## src/rtl/xz_gate_pkg.sv

```systemverilog
// Shared types and constants for the X/Z-aware latch gate controller.
package xz_gate_pkg;

  typedef enum logic [1:0] {
    ST_CLOSED = 2'd0,
    ST_COUNT  = 2'd1,
    ST_OPEN   = 2'd2,
    ST_FLUSH  = 2'd3
  } state_t;

  localparam logic [7:0]  XZ_COUNT_MAX = 8'hFF;
  localparam int unsigned CNT_W        = 4;

endpackage

```

## src/rtl/xz_detect.sv

```systemverilog
// Flags a sample as known only when every bit is a solid 0 or 1 (X and Z both count as unknown).
module xz_detect #(
  parameter int unsigned WIDTH = 8
) (
  input  logic [WIDTH-1:0] i_data,
  output logic             o_known_c
);

  always_comb begin
    o_known_c = 1'b1;
    for (int i = 0; i < WIDTH; i++) begin
      if (!((i_data[i] === 1'b0) || (i_data[i] === 1'b1))) o_known_c = 1'b0;
    end
  end

endmodule

```

## src/rtl/xz_gate_ctrl.sv

```systemverilog
// Opens a downstream latch after DEBOUNCE consecutive known samples; any unknown sample closes it.
module xz_gate_ctrl
  import xz_gate_pkg::*;
#(
  parameter int unsigned WIDTH    = 8,
  parameter int unsigned DEBOUNCE = 3
) (
  input  logic             clk,
  input  logic             rst,
  input  logic             in_valid,
  input  logic [WIDTH-1:0] in_data,
  output logic             in_ready,
  output logic [WIDTH-1:0] out_data,
  output logic             out_enb,
  output logic             out_known,
  output logic [7:0]       xz_count,
  output logic [1:0]       state
);

  localparam logic [CNT_W-1:0] DEB_CNT = CNT_W'(DEBOUNCE);

  state_t             r_state;
  state_t             w_next_state;
  logic [CNT_W-1:0]   r_cnt;
  logic [CNT_W-1:0]   w_next_cnt;
  logic [WIDTH-1:0]   r_out_data;
  logic               r_out_enb;
  logic               r_out_known;
  logic [7:0]         r_xz_count;
  logic               w_known;
  logic               w_xfer;

  xz_detect #(
    .WIDTH (WIDTH)
  ) u_xz_detect (
    .i_data    (in_data),
    .o_known_c (w_known)
  );

  // Only a solid 1 on in_valid counts; X/Z valid is treated as idle.
  assign w_xfer   = (in_valid === 1'b1) && (r_state != ST_FLUSH);
  assign in_ready = (r_state != ST_FLUSH);

  always_comb begin
    w_next_state = r_state;
    w_next_cnt   = r_cnt;
    case (r_state)
      ST_CLOSED: begin
        if (w_xfer && w_known) begin
          if (DEBOUNCE == 1) begin
            w_next_state = ST_OPEN;
            w_next_cnt   = '0;
          end else begin
            w_next_state = ST_COUNT;
            w_next_cnt   = CNT_W'(1);
          end
        end
      end
      ST_COUNT: begin
        if (w_xfer) begin
          if (!w_known) begin
            w_next_state = ST_CLOSED;
            w_next_cnt   = '0;
          end else if (r_cnt + CNT_W'(1) == DEB_CNT) begin
            w_next_state = ST_OPEN;
            w_next_cnt   = '0;
          end else begin
            w_next_cnt   = r_cnt + CNT_W'(1);
          end
        end
      end
      ST_OPEN: begin
        if (w_xfer && !w_known) w_next_state = ST_FLUSH;
      end
      ST_FLUSH: begin
        w_next_state = ST_CLOSED;
        w_next_cnt   = '0;
      end
      default: begin
        w_next_state = ST_CLOSED;
        w_next_cnt   = '0;
      end
    endcase
  end

  // out_enb tracks the next state so it flips on the same edge as the state.
  always_ff @(posedge clk or posedge rst) begin
    if (rst) begin
      r_state     <= ST_CLOSED;
      r_cnt       <= '0;
      r_out_enb   <= 1'b1;
      r_out_data  <= '0;
      r_out_known <= 1'b0;
      r_xz_count  <= 8'd0;
    end else begin
      r_state   <= w_next_state;
      r_cnt     <= w_next_cnt;
      r_out_enb <= (w_next_state != ST_OPEN);
      if (w_xfer) begin
        r_out_known <= w_known;
        if (w_known) begin
          r_out_data <= in_data;
        end else if (r_xz_count != XZ_COUNT_MAX) begin
          r_xz_count <= r_xz_count + 8'd1;
        end
      end
    end
  end

  assign out_data  = r_out_data;
  assign out_enb   = r_out_enb;
  assign out_known = r_out_known;
  assign xz_count  = r_xz_count;
  assign state     = r_state;

endmodule
```

## config.mk

```make
export PLATFORM = sky130hd
export DESIGN_NAME = xz_gate_ctrl
export DESIGN_NICKNAME = d
export VERILOG_FILES = /design/src/rtl/xz_gate_pkg.sv /design/src/rtl/xz_detect.sv /design/src/rtl/xz_gate_ctrl.sv
export SDC_FILE = /design/constraint.sdc
export NUM_CORES = 1
export LEC_CHECK = 0
export BUFFER_PORTS_ARGS = -buffer_cell sky130_fd_sc_hd__buf_4
export CAP_MARGIN = 10
export CORE_MARGIN = 5
export CORE_UTILIZATION = 39
export CTS_CLUSTER_DIAMETER = 120
export DETAILED_ROUTE_END_ITERATION = 8
export PLACE_DENSITY = 0.75
export SLEW_MARGIN = 0
export SYNTH_ARGS = -nofsm -noshare
export SYNTH_HDL_FRONTEND = slang
export SYNTH_SLANG_ARGS = --single-unit
```

## constraint.sdc

```tcl
create_clock -name clk -period 3.2 [get_ports clk]
set_input_delay 0.64 -clock clk [delete_from_list [all_inputs] [get_ports clk]]
set_output_delay 0.64 -clock clk [all_outputs]
set_load 0.005 [all_outputs]
```

==> impl_metrics.env <==
export IMPL_htree_num_levels=1
export IMPL_crit_path_max_fanout=10
export IMPL_cp_required_ns=2.56
export IMPL_ys_types=29
export IMPL_regArea_um2=402
export IMPL_wl_per_cell_um=13.9
export IMPL_ys_warn_count=0
export IMPL_seq_area_frac_synth_pct=45.6
export IMPL_clock_sinks=16
export IMPL_clockBufferDepth=2
export IMPL_dieArea_mm2=0.00331
export IMPL_coreArea_mm2=0.00219
export IMPL_finalPower_w=0.000728
export IMPL_drt_iter0_markers=17
export IMPL_hpwlAfterDp_um=1350
export IMPL_fp_dieH_um=57.5
export IMPL_clock_skew_ns=0.0110
export IMPL_antenna_found_initial=0
export IMPL_rsz0062_at_grt="false"
export IMPL_routed_wl_um=1780
export IMPL_grt_ovfl_total=0
export IMPL_synth_area_um2=881
export IMPL_placed_cell_area_mm2=0.00103
export IMPL_cts_setup_buffers=0
export IMPL_fin_crit_sh_pct=53.4
export IMPL_tns_ns=0
export IMPL_dp_cells=124
export IMPL_grt_use_total_pct=11.8
export IMPL_hold_violations=0
export IMPL_grt_pass1_wl_um=2970
export IMPL_nets=114
export IMPL_irDropWorstVdd_mv=0.395
export IMPL_fin_crit_ns=1.71
export IMPL_grt_pass1_vias=590
export IMPL_power_density_mw_per_mm2=684
export IMPL_drv_slew=0
export IMPL_n_antenna_cell=0
export IMPL_synth_seq_cells=16
export IMPL_tritoncts="done"
export IMPL_cts_buffers=3
export IMPL_setup_viol=0
export IMPL_drc=0
export IMPL_fillCellCount=205
export IMPL_worst_slew_pin_slew_ns=0.597
export IMPL_netlist_instances=77
export IMPL_worst_r2r_setup_slack_ns=1.71
export IMPL_final_cells=128
export IMPL_avgSynthCellArea_um2=11.4
export IMPL_drive_gt1_share_pct=43.0
export IMPL_cts_clk_slew_worst_paths_ns=0.10
export IMPL_clock_latency_ns=0.28
export IMPL_areaGrowthSynthToFinish_pct=20.9
export IMPL_timing_fmax_mhz=585
export IMPL_setup_worst_path_start_class="flop"
export IMPL_p_leak_nw=0.522
export IMPL_status="complete, no violations"
export IMPL_start_util_pct=40.2
export IMPL_hp_class="in -> async"
export IMPL_holdBufCountCts=0
export IMPL_worstSetupPathType="reg -> out"
export IMPL_multi_input_area_um2=404
export IMPL_grt_max_degree=17
export IMPL_max_cap_violations=0
export IMPL_arrival_ns=1.07
export IMPL_design_area_mm2=0.00106
export IMPL_vias_per_cell=4.69
export IMPL_ant_nets=0
export IMPL_gp_congestion=0.854
export IMPL_die_w_um=57.5
export IMPL_cp_end_kind="output port"
export IMPL_io_pins=32
export IMPL_firstDrtPassIters=4
export IMPL_root_buffer="clkbuf_4"
export IMPL_portBuffers=23
export IMPL_num_rows=17
export IMPL_slew_headroom_pct=60.2
export IMPL_cts_repair_resized=0
export IMPL_routed_via_count=600
placed cells by master, fill, tap and decap left out:
master	instances
dfstp_2	1
and2_4	1
nor3b_1	1
or2_2	1
conb_1	8
o22ai_1	1
a21o_1	1
a22oi_1	1
o21bai_1	1
nand2_2	1
nand2_1	6
o41ai_2	1
nand4_1	1
nor2b_1	1
clkbuf_8	1
and3_2	1
a21oi_2	1
dfrtp_1	15
nor2_1	4
o21ai_0	5
mux2_4	8
a21oi_1	2
a31oi_1	2
ha_1	2
clkbuf_4	3
inv_1	4
and2_1	1
and2b_1	1
o32ai_4	1
buf_4	23
per-layer routing:
layer  GRT usage [%]  routed length [um]
met1            14.8                 740
met2            18.4                 849
met3            4.52                 181
met4            3.97                  11
met5               0                   0
synthesized netlist by cell type (all sizes together):
cell type,instances,share of area [%]
o21bai,1,0.85
o21ai,5,2.8
ha,2,2.8
or2,1,0.71
nand2,7,3.3
nor3b,1,0.85
o32ai,1,3.1
conb,1,0.43
nor2,4,1.7
a22oi,1,0.85
a21o,1,0.85
buf,11,9.8
and3,1,0.85
and2b,1,0.85
mux2,8,14
inv,4,1.7
dfstp,1,3.0
o22ai,1,0.71
o41ai,1,1.8
nand4,1,0.71
a31oi,2,1.4
nor2b,1,0.71
dfrtp,15,43
a21oi,3,2.1
and2,2,1.7
sequential cells by signal, indices dropped and copies added, names as in the netlist:
register	cells
out_enb	1
out_known	1
state	2
r_cnt	4
out_data	8
path summary, 6_finish.rpt:
path	startpoint	end	depth (start not counted)
worst min register to register	out_known	out_known	1
min in group clk	out_known	out_known	1
worst max-delay path	state[1]	in_ready	2
worst max register to register	r_cnt[0]	r_cnt[0]	5
worst min-delay path	rst	out_data[7]	2
max in group asynchronous	rst	out_data[5]	2
critical path, stage by stage, from the launching register on:
cell and delay, ns:
dfrtp_1 0.55, nand2_2 0.09, buf_4 0.14
final cells by class:
class / instances / share of cell area (%)
well taps: 28 / 3.29
repair buffers: 23 / 16.2
clock buffers: 4 / 3.41
inverters: 4 / 1.41
multi-input cells: 53 / 38.0
flip-flops and latches: 16 / 37.7
per-stage QoR:
| stage | worst slack [ns] | hold WS [ns] | util (%) |
|---|---|---|---|
| final | 1.49 | 0.415 | 48.6 |
| after global routing | 1.40 | 0.458 | 48.6 |
| after CTS | 1.47 | 0.424 | 48.6 |
| after detailed placement | 1.70 | 0.488 | 46.9 |
| after global placement | 1.75 | 0.453 | 46.9 |
| after floorplan | 1.82 | 0.465 | - |
cells by family after synthesis:
group | share of synthesized area, %
and+or+nand+nor | 11.4
AOI/OAI and AO/OA | 14.6
DFF | 45.6
buffers and inverters | 11.5
muxes | 13.6
adders and majority gates | 2.84
other | 0.426
power by group:
group	switching (W)	total [W]	leakage (nW)	internal, W
Clock	0.0000613	0.000130	0.0210	0.0000692
Sequential	0.0000705	0.000327	0.186	0.000256
Combinational	0.000120	0.000271	0.315	0.000151
Total	0.000252	0.000728	0.522	0.000476
No activity file was read; power rests on OpenSTA's default activity.
